$ cat src/rtl/r200_if_stage.sv
// Instruction-fetch stage and IF/ID pipeline register. Owns the PC and fetches one
// instruction at a time over a req/gnt/rvalid handshake.
module r200_if_stage #(
    parameter logic [31:0] RESET_PC  = 32'h0000_0000,
    parameter logic [31:0] NOP_INSTR = 32'h0000_0013
) (
    input  logic        clk,
    input  logic        rst_n,
    input  logic        stall,
    input  logic [1:0]  pcsel,
    input  logic [31:0] pc_brtarg,
    input  logic [31:0] jump_imm,
    input  logic [31:0] jump_addimm,
    output logic        imem_req,
    output logic [31:0] imem_addr,
    input  logic        imem_gnt,
    input  logic        imem_rvalid,
    input  logic [31:0] imem_rdata,
    output logic [31:0] pc_addrout,
    output logic [31:0] pcp4,
    output logic [31:0] instrn,
    output logic        instrn_valid
);

    typedef enum logic [1:0] {
        ST_IDLE = 2'd0,
        ST_REQ  = 2'd1,
        ST_WAIT = 2'd2,
        ST_HOLD = 2'd3
    } state_e;

    state_e      state_q, state_d;
    logic [31:0] fetch_pc_q, fetch_pc_d;
    logic        req_q, req_d;
    logic        drop_q, drop_d;
    logic        skid_valid_q, skid_valid_d;
    logic [31:0] skid_pc_q, skid_pc_d;
    logic [31:0] skid_instr_q, skid_instr_d;
    logic        if_valid_q, if_valid_d;
    logic [31:0] if_pc_q, if_pc_d;
    logic [31:0] if_pcp4_q, if_pcp4_d;
    logic [31:0] if_instr_q, if_instr_d;

    logic        redirect_s;
    logic        accept_s;
    logic        to_ifid_s;
    logic        to_skid_s;
    logic [31:0] target_s;

    // Next-state logic for fetch FSM, skid buffer and IF/ID register.
    always_comb begin
        state_d      = state_q;
        fetch_pc_d   = fetch_pc_q;
        drop_d       = drop_q;
        skid_valid_d = skid_valid_q;
        skid_pc_d    = skid_pc_q;
        skid_instr_d = skid_instr_q;
        if_valid_d   = if_valid_q;
        if_pc_d      = if_pc_q;
        if_pcp4_d    = if_pcp4_q;
        if_instr_d   = if_instr_q;

        redirect_s = if_valid_q && (pcsel != 2'b00) && !stall;
        case (pcsel)
            2'b01:   target_s = pc_brtarg;
            2'b10:   target_s = jump_imm;
            2'b11:   target_s = jump_addimm & 32'hFFFF_FFFE;
            default: target_s = fetch_pc_q + 32'd4;
        endcase

        accept_s  = (state_q == ST_WAIT) && imem_rvalid && !drop_q;
        to_ifid_s = accept_s && !redirect_s && !stall && !skid_valid_q;
        to_skid_s = accept_s && !redirect_s && !to_ifid_s;

        case (state_q)
            ST_IDLE: begin
                state_d = ST_REQ;
            end
            ST_REQ: begin
                if (imem_gnt) begin
                    state_d = ST_WAIT;
                    drop_d  = redirect_s;
                end else begin
                    state_d = ST_REQ;
                end
            end
            ST_WAIT: begin
                // A response arriving alongside a redirect is wrong-path, same as a dropped one.
                if (imem_rvalid) begin
                    drop_d = 1'b0;
                    if (drop_q || redirect_s) begin
                        state_d = ST_REQ;
                    end else begin
                        fetch_pc_d = fetch_pc_q + 32'd4;
                        state_d    = to_skid_s ? ST_HOLD : ST_REQ;
                    end
                end else if (redirect_s) begin
                    drop_d = 1'b1;
                end else begin
                    drop_d = drop_q;
                end
            end
            ST_HOLD: begin
                if (redirect_s || !stall) begin
                    state_d = ST_REQ;
                end else begin
                    state_d = ST_HOLD;
                end
            end
            default: begin
                state_d = ST_IDLE;
            end
        endcase

        if (to_skid_s) begin
            skid_valid_d = 1'b1;
            skid_pc_d    = fetch_pc_q;
            skid_instr_d = imem_rdata;
        end else begin
            skid_valid_d = skid_valid_d;
        end

        if (!stall) begin
            if (redirect_s) begin
                if_valid_d = 1'b0;
                if_instr_d = NOP_INSTR;
            end else if (skid_valid_q) begin
                if_valid_d   = 1'b1;
                if_pc_d      = skid_pc_q;
                if_pcp4_d    = skid_pc_q + 32'd4;
                if_instr_d   = skid_instr_q;
                skid_valid_d = 1'b0;
            end else if (to_ifid_s) begin
                if_valid_d = 1'b1;
                if_pc_d    = fetch_pc_q;
                if_pcp4_d  = fetch_pc_q + 32'd4;
                if_instr_d = imem_rdata;
            end else begin
                if_valid_d = 1'b0;
                if_instr_d = NOP_INSTR;
            end
        end else begin
            if_valid_d = if_valid_q;
        end

        if (redirect_s) begin
            fetch_pc_d   = target_s;
            skid_valid_d = 1'b0;
        end else begin
            fetch_pc_d = fetch_pc_d;
        end

        req_d = (state_d == ST_REQ);
    end

    // State and pipeline registers.
    always_ff @(posedge clk or negedge rst_n) begin
        if (!rst_n) begin
            state_q      <= ST_IDLE;
            fetch_pc_q   <= RESET_PC;
            req_q        <= 1'b0;
            drop_q       <= 1'b0;
            skid_valid_q <= 1'b0;
            skid_pc_q    <= 32'h0000_0000;
            skid_instr_q <= NOP_INSTR;
            if_valid_q   <= 1'b0;
            if_pc_q      <= 32'h0000_0000;
            if_pcp4_q    <= 32'h0000_0004;
            if_instr_q   <= NOP_INSTR;
        end else begin
            state_q      <= state_d;
            fetch_pc_q   <= fetch_pc_d;
            req_q        <= req_d;
            drop_q       <= drop_d;
            skid_valid_q <= skid_valid_d;
            skid_pc_q    <= skid_pc_d;
            skid_instr_q <= skid_instr_d;
            if_valid_q   <= if_valid_d;
            if_pc_q      <= if_pc_d;
            if_pcp4_q    <= if_pcp4_d;
            if_instr_q   <= if_instr_d;
        end
    end

    assign imem_req     = req_q;
    assign imem_addr    = fetch_pc_q;
    assign pc_addrout   = if_pc_q;
    assign pcp4         = if_pcp4_q;
    assign instrn       = if_instr_q;
    assign instrn_valid = if_valid_q;

endmodule

$ cat config.mk
export PLATFORM = sky130hd
export DESIGN_NAME = r200_if_stage
export DESIGN_NICKNAME = d
export VERILOG_FILES = /design/src/rtl/r200_if_stage.sv
export SDC_FILE = /design/constraint.sdc
export NUM_CORES = 1
export LEC_CHECK = 0
export CAP_MARGIN = 20
export CORE_MARGIN = 1.5
export CORE_UTILIZATION = 40
export DETAILED_ROUTE_END_ITERATION = 10
export HOLD_SLACK_MARGIN = 0.03
export PLACE_DENSITY = 0.7
export RECOVER_POWER = 25
export SYNTH_ARGS = -nofsm -noshare
export SYNTH_HDL_FRONTEND = slang
export SYNTH_SLANG_ARGS = --single-unit
export TNS_END_PERCENT = 5
$ cat constraint.sdc
create_clock -name clk -period 2.72 [get_ports clk]
set_clock_uncertainty 0.05 [all_clocks]
set_input_delay 0.544 -clock clk [delete_from_list [all_inputs] [get_ports clk]]
set_output_delay 0.544 -clock clk [all_outputs]
set_load 0.005 [all_outputs]
==> qor.txt <==
Status = finished clean
Placer Congestion = 0.849
Post-CTS sizing = 0
Die area = 26800 um2
VDD IR max = 0.412 mV
Max H-tree Level = 4
Register area share after synthesis = 47.5%
CP max FO = 13
Cell area after synthesis = 10300 um2
CTS root buffer = clkbuf_16
Area delta synth->final = 37.0%
X dimension of the die = 164 um
First-pass GRT wire length = 47.8 mm
Clock-pin slew on the worst setup and hold paths = 0.08 ns
Hold violation count in the final report = 0
Final ANT Viol Nets = 0
Post-Synthesis Cells = 1030
CP Data Required Time = 3.05 ns
NumNets Final = 1417
Core box area = 25300 um2
Synth Register Bits = 196
Util after Layout = 56.2%
Slew @ Worst Pin = 0.926 ns
Residual DRC = 0
Unrepaired setup endpoints after global routing = false
Total CTS buffers = 17
Die Ht = 164 um
Tmin final = 2.40 ns
PwrDens = 954 nW/um2
Placed wire-length estimate = 22.5 mm
I/O pin count = 265
Max Freq = 417 MHz
Largest net degree at the start of global routing = 101
Ys flop type = dfrtp_1
Max Slew Vio Count = 0
Final period utilization = 88.2%
Clk buf depth = 2
Worst min-delay path category = flip-flop to flip-flop
Syn Area/Cell = 10.0 um2
Starting Density = 41.0%
Via count = 9038
Final Instance Area = 14200 um2
Initial DRC count = 708
TritonCTS clock tree = yes
IO Port Bufs = 263
PnR worst setup slack = 0.322 ns
Final Setup Violations = 0
Routed wire length = 30.9 mm
DR WL/cell = 19.0 um
Slew headroom = 38.3%
Worst Path Arrival = 2.72 ns
Max-Cap Viols = 0
FILL cells = 2231
Grt ovf = 0
Setup TNS Final = 0 ns
Total Routing Usage GR = 23.2%
Via density per instance = 5.57
DR pass1 iterations = 5
CTS sink cnt = 196
Worst-Skew Late Latency = 0.44 ns
Synth cell types = 53
EDFF count, synth = 0
Worst setup EP type = flip-flop
Syn Nets = 1167
P_leak = 5.66 nW
Final Total Pwr = 13.5 mW
Placed cell areas = 13600 um2
Vias in the first global route = 8553
Std cell rows = 58
Initial antenna violation count = 0
Layout cell share with drive strength beyond 1 = 16.0%
Yosys warns = 0
DP Worst Slack = 0.0817 ns
Kind of critical path = flip-flop to flip-flop
CP startpoint kind = flip-flop
Ys async rst share = 100%
per-stage QoR:
step	hold slack (ns)	instances
after detailed placement	0.412	1590
final	0.423	1624
after global routing	0.430	1623
after global placement	0.398	1590
after floorplan	0.198	1030
after CTS	0.425	1623
flip-flops by register name, summed over array words and instances, names as in the netlist:
register	count
pc_addrout	32
skid_pc_q	32
instrn	32
drop_q	1
imem_addr	32
state_q	2
pcp4	30
instrn_valid	1
skid_instr_q	32
skid_valid_q	1
imem_req	1
cell type report:
class | instances | area [um2] | share of cell area [%]
Clock inverter | 15 | 173 | 1.22
Sequential cell | 196 | 4920 | 34.7
Clock buffer | 17 | 425 | 3.00
Inverter | 13 | 48.8 | 0.344
Timing Repair Buffer | 326 | 3190 | 22.5
Tap cell | 330 | 413 | 2.91
Antenna cell | 1 | 2.50 | 0.0176
Multi-Input combinational cell | 726 | 5020 | 35.4
timing repair:
action                                  in CTS  in global routing
endpoints found under the hold margin       25                  0
hold buffers                                 1                  0
buffers inserted                             0                  0
endpoints found under the setup margin       0                  0
cell usage after synthesis, types with 2 or more instances:
cell type / n / share of area (%)
a21boi_0: 2 / 0.15
a21oi_1: 39 / 1.9
a221o_1: 5 / 0.48
a221oi_1: 31 / 2.6
a22o_1: 29 / 2.5
a2bb2oi_1: 3 / 0.25
a31oi_1: 4 / 0.24
and2_1: 2 / 0.12
and3_1: 2 / 0.12
and4_1: 2 / 0.17
buf_1: 16 / 0.58
buf_2: 18 / 0.87
buf_4: 2 / 0.15
clkbuf_1: 57 / 2.1
dfrtp_1: 189 / 46
dfstp_2: 7 / 1.8
ha_1: 2 / 0.24
inv_1: 13 / 0.47
mux2_2: 92 / 10
mux2i_1: 42 / 4.1
nand2_1: 146 / 5.3
nand3_1: 22 / 1.1
nand4_1: 21 / 1.3
nand4bb_1: 2 / 0.22
nor2_1: 25 / 0.91
nor2b_1: 2 / 0.12
nor3_1: 24 / 1.2
nor4_1: 15 / 0.91
nor4_2: 2 / 0.24
o211ai_1: 4 / 0.29
o21ai_0: 89 / 4.3
o221ai_1: 5 / 0.42
o31a_1: 2 / 0.17
o31ai_1: 5 / 0.36
or2_2: 2 / 0.12
or3_1: 9 / 0.54
or4_1: 10 / 0.73
xnor2_1: 43 / 3.6
xor2_1: 31 / 2.6
final timing paths:
kind / start / end / slack [ns] / cells past startpoint
max in group asynchronous: rst_n / pcp4[23]$_DFFE_PN0P_ / 0.87 / 3
setup reg to reg: imem_addr[11]$_DFFE_PN0P_ / pcp4[29]$_DFFE_PN0P_ / 0.32 / 6
hold / removal: pcp4[2]$_DFFE_PN1P_ / pcp4[2]$_DFFE_PN1P_ / 0.42 / 2
setup / recovery: imem_addr[11]$_DFFE_PN0P_ / pcp4[29]$_DFFE_PN0P_ / 0.32 / 6
hold reg to reg: pcp4[2]$_DFFE_PN1P_ / pcp4[2]$_DFFE_PN1P_ / 0.42 / 2
min in group asynchronous: rst_n / skid_instr_q[23]$_DFFE_PN0N_ / 0.51 / 2
kinds of logic after synthesis:
logic type                 share of synthesized area (%)
xor gates and xnor gates                            6.26
adders and majority gates                          0.242
DFF                                                 47.5
AOI/OAI and AO/OA                                   14.3
muxes                                               14.1
and+or+nand+nor                                     13.4
buffers and inverters                               4.29
layout by cell type, fill, tap and decap left out, types with 6 or more instances in the layout:
| master | count |
|---|---|
| a21oi_1 | 39 |
| a221oi_1 | 31 |
| a22o_1 | 29 |
| buf_12 | 6 |
| buf_4 | 55 |
| clkbuf_16 | 17 |
| clkdlybuf4s50_1 | 260 |
| dfrtp_1 | 188 |
| dfstp_2 | 7 |
| inv_1 | 13 |
| mux2_2 | 92 |
| mux2i_1 | 42 |
| nand2_1 | 145 |
| nand3_1 | 22 |
| nand4_1 | 21 |
| nor2_1 | 24 |
| nor3_1 | 24 |
| nor4_1 | 15 |
| o21ai_0 | 89 |
| or3_1 | 9 |
| or4_1 | 10 |
| xnor2_1 | 43 |
| xor2_1 | 31 |
power breakdown:
group	leakage, nW	internal [mW]	switching, mW	total (mW)
Clock	0.288	1.39	1.23	2.61
Sequential	2.45	4.14	1.16	5.30
Combinational	2.92	3.14	2.47	5.61
worst max-delay path, stage by stage (launching register included):
cell and delay [ns]:
dfrtp_1 0.36, nand4_2 0.18, or4_1 0.69, buf_4 0.24
or4_1 0.47, a21oi_1 0.21, a221o_1 0.14
routing by layer:
layer,global-route usage (%),up-vias,routed length (um)
met5,0,-,0
met1,31.3,4428,13700
li1,-,4228,-
met4,6.40,0,462
met3,4.87,25,2020
met2,37.9,357,14800
No activity file was read; power rests on OpenSTA's default activity.
==> variant 1, RTL diff (config.mk and constraints unchanged) <==
Make the reset (`rst_n`) synchronous in one clocked block.
--- a/src/rtl/r200_if_stage.sv
+++ b/src/rtl/r200_if_stage.sv
@@ -154,7 +154,7 @@
     end
 
     // State and pipeline registers.
-    always_ff @(posedge clk or negedge rst_n) begin
+    always_ff @(posedge clk) begin
         if (!rst_n) begin
             state_q      <= ST_IDLE;
             fetch_pc_q   <= RESET_PC;
Check against the original RTL: differs if rst_n is asserted again (counterexample within 4 cycles, from zero or initial values and one cycle with rst_n low); with rst_n held inactive, the same outputs for 4 cycles.
==> variant 1 against the original RTL <==
- final area decreased by 2.4%
- sequential share of layout area fell by 6.3 points
- worst hold slack got worse by 0.024 ns
- highest routed layer unchanged
- wire length rose by 5.9%
- sequential cell count stayed put
- critical path type is now primary input to flop
- area after synthesis fell by 1.9%
- global-route usage is 1.7 points higher
- setup slack hardly changed
- critical path depth unchanged
- die area down 1.9%
- first-iteration DRC count rose by 20%
Power is not compared: it rests on default switching activity, and its combinational part moved more than twofold at a synthesized area within 25%.
==> variant 1: results (changes against the original RTL) <==
Outcome: completed
Met2 WL: 15.3 mm (+3.8%)
Per-cell routed wire length: 18.2 um (-4.7%)
GR Layer Usage met1: 0.327 (+0.0142)
Slew margin rel.: 0.517 (+0.135)
Post-synth ARST share: 0 (-1.00)
Dpl cell area: 0.0132 mm^2 (-2.5%)
Initial antenna violation count: 1 (+1)
Pin count of the biggest net entering global routing: 96 (-5.0%)
Syn Area/Cell: 8.10 um^2 (-19%)
Sequential cell area fraction in the yosys report: 0.387 (-0.0881)
GR Util met2: 0.409 (+0.0307)
M3 GR Usage: 0.0495 (+0.000803)
Synth cell count leaders: 233 x nand2_1, 196 x dfxtp_1, 93 x a21oi_1
1st-iter DRT viols: 849 (+20%)
CP Max Fanout: 5 (-8)
Hold Path Origin: pcp4[2]$_SDFFE_PN1P_
Ranking of synthesized cells by area: dfxtp_1 39%, nand2_1 8.6%, a21oi_1 4.6%
Worst hold stages: 1 (-1)
Critical R2R Capture: pcp4[31]$_SDFFE_PN0P_
Number of vias per cell: 5.59 (+0.37%)
Post-Layout Cell Count: 1805 (+11%)
RePlAce Congestion: 0.879 (+3.6%)
Crit path launch: pcsel[0]
Post-synthesis net count: 1389 (+19%)
First-pass GRT wire length: 51.8 mm (+8.3%)
GRT Util Overall: 0.249 (+0.0166)
CP max stage delay: 0.60 ns (-0.09 ns)
FILL cells: 2305 (+3.3%)
Delay-heaviest family, CP: compound AO/OA/AOI/OAI gates
DR WL met3: 2.56 mm (+26%)
==> variant 1: cell type report <==
cell class / instances / area, um^2 / share of cell area
repair buffers: 322 / 3230 / 0.233
inverters: 8 / 32.5 / 0.00235
multi-input cells: 916 / 5660 / 0.408
clock buffers: 17 / 425 / 0.0307
clock inverters: 14 / 160 / 0.0116
well taps: 330 / 413 / 0.0298
diodes: 2 / 5.00 / 0.000361
flip-flops and latches: 196 / 3930 / 0.284
==> variant 1: worst min-delay path by stage <==
stage / endpoint / slack [ns]
after floorplan: skid_instr_q[0]$_SDFFE_PN1P_ / 0.39
after global placement: pcp4[2]$_SDFFE_PN1P_ / 0.39
after detailed placement: pcp4[2]$_SDFFE_PN1P_ / 0.39
after CTS: skid_instr_q[0]$_SDFFE_PN1P_ / 0.38
after global routing: skid_instr_q[0]$_SDFFE_PN1P_ / 0.39
final: pcp4[2]$_SDFFE_PN1P_ / 0.40
==> variant 1: through the flow <==
step                      setup WS [ns]  setup TNS (ns)  power [mW]
after floorplan                   0.695               0        3.23
after detailed placement         -0.104          -0.491        3.57
final                             0.322               0        6.07
after global routing              0.213               0        6.27
after CTS                         0.351               0        6.10
after global placement          -0.0347         -0.0495        3.57
==> variant 1: logic make-up after synthesis <==
family / share of synthesized area
flops: 0.387
fa+ha+maj: 0.00247
compound gates: 0.219
xor+xnor: 0.0432
buf+inv: 0.0583
mux: 0.0720
simple gates: 0.218
==> variant 1: worst register-to-register path: stages, from the launching register on <==
cell and delay [ns]:
dfxtp_1 0.58, and4_1 0.33, nand4_1 0.46, nor4_1 0.53, xnor2_1 0.17, o211ai_1 0.09
==> variant 1: power breakdown <==
group          switching [mW]  leakage, nW  internal (mW)
clock                    1.25        0.288           1.31
sequential             0.0260         1.58           2.90
combinational           0.248         2.88          0.324
total                    1.53         4.75           4.54
==> variant 2, RTL diff (config.mk and constraints unchanged) <==
Made on the original files. The parameter `NOP_INSTR` goes from 32'h0000_0013 to 32'h00000010.
--- a/src/rtl/r200_if_stage.sv
+++ b/src/rtl/r200_if_stage.sv
@@ -2,7 +2,7 @@
 // instruction at a time over a req/gnt/rvalid handshake.
 module r200_if_stage #(
     parameter logic [31:0] RESET_PC  = 32'h0000_0000,
-    parameter logic [31:0] NOP_INSTR = 32'h0000_0013
+    parameter logic [31:0] NOP_INSTR = 32'h00000010
 ) (
     input  logic        clk,
     input  logic        rst_n,
Check against the original RTL: not equivalent (a bounded check fails within 4 cycles, from zero or initial values and one cycle with rst_n low).
==> variant 2 against the original RTL <==
- the run now ends with capacitance limit, slew limit left
- clock power up 6%
- count of clock-buffer cells in the layout up 1
- final area up 0.53%
- sequential share of layout area down 0.22 points
- sequential cell count did not move
- power rose by 1.2%
- non-clock buffer count up 2
- area after synthesis is essentially flat
- first-iteration DRC count rose by 16%
- setup slack got worse by 0.071 ns
- wire length rose by 1.8%
- critical path type unchanged
- largest cell class unchanged
- largest power group unchanged
==> variant 2: results (changes against the original RTL) <==
CP endpoint: pcp4[31]$_DFFE_PN0P_
1st-iter DRT viols: 823 (+16%)
Worst-case reg-to-reg path depth: 5 (-1)
GR Layer Usage met1: 0.320 (+0.00712)
Post-synthesis mux area share: 0.141 (about the same)
Met1 WL: 13.7 mm (about the same)
Leak: 5.71 nW (+0.94%)
Outcome: finished, violations left
Max-Cap Viols: 1 (+1)
Period utilisation layout: 0.908 (+0.0261)
RePlAce Congestion: 0.885 (+4.3%)
Ranking of synthesized cells by area: dfrtp_1 47%, mux2_2 10%, nand2_1 5.4%
Synth cell count leaders: 193 x dfrtp_1, 150 x nand2_1, 92 x mux2_2
Fraction of layout cells with a size suffix above 1: 0.160 (-0.000494)
Dpl cell area: 0.0136 mm^2 (+0.11%)
Post-synthesis cell type count: 52 (-1.9%)
Total wire length: 31.5 mm (+1.8%)
Critical R2R Capture: pcp4[31]$_DFFE_PN0P_
Adder-Cell Fraction of Synth Area: 0.00242 (about the same)
CP Max Fanout: 15 (+2)
Met2 WL: 14.8 mm (about the same)
Max Slew Vio Count: 61 (+61)
Post-Layout Cell Count: 1627 (+0.18%)
GR Util met2: 0.386 (+0.00767)
FILL cells: 2230 (-0.045%)
Dpl hpwl: 23.1 mm (+2.9%)
Sequential cell area fraction in the yosys report: 0.474 (-0.000541)
Hold Path Origin: pcp4[14]$_DFFE_PN0P_
Synthesized-area fraction occupied by ao, oa, aoi and oai cells: 0.143 (about the same)
Pin count of the biggest net entering global routing: 66 (-35%)
Post-synthesis net count: 1170 (+0.26%)
DR WL met3: 2.24 mm (+11%)
Origin of the critical flop-to-flop path: imem_addr[21]$_DFFE_PN0P_
Nets: 1421 (+0.28%)
Number of global-route vias before repair: 8885 (+3.9%)
Failing checks: capacitance limit, slew limit
## variant 2: power by group
group          switching [mW]  internal (mW)
clock network            1.25           1.52
registers                1.22           4.13
logic                    2.42           3.13
total                    4.90           8.78
## variant 2: worst min path at each step
stage	end	slack (ns)
floorplan	drop_q$_DFFE_PN0P_	0.20
global placement	pcp4[10]$_DFFE_PN0P_	0.41
detailed placement	pc_addrout[12]$_DFFE_PN0P_	0.42
CTS	skid_instr_q[10]$_DFFE_PN0N_	0.06
global route	pc_addrout[27]$_DFFE_PN0P_	0.46
finish	pcp4[14]$_DFFE_PN0P_	0.43
## variant 2: layout make-up
class	instances	area [um^2]	area share
Clock buffer	18	439	0.0308
Clock inverter	14	213	0.0149
Inverter	13	48.8	0.00342
Multi-Input combinational cell	728	5030	0.353
Sequential cell	196	4910	0.345
Tap cell	330	413	0.0290
Timing Repair Buffer	328	3210	0.225
## variant 2: tightest hold or removal path, cell delays in order (launching register included)
cell     delay (ns)
dfrtp_1        0.34
nand2_1        0.05
o21ai_0        0.06
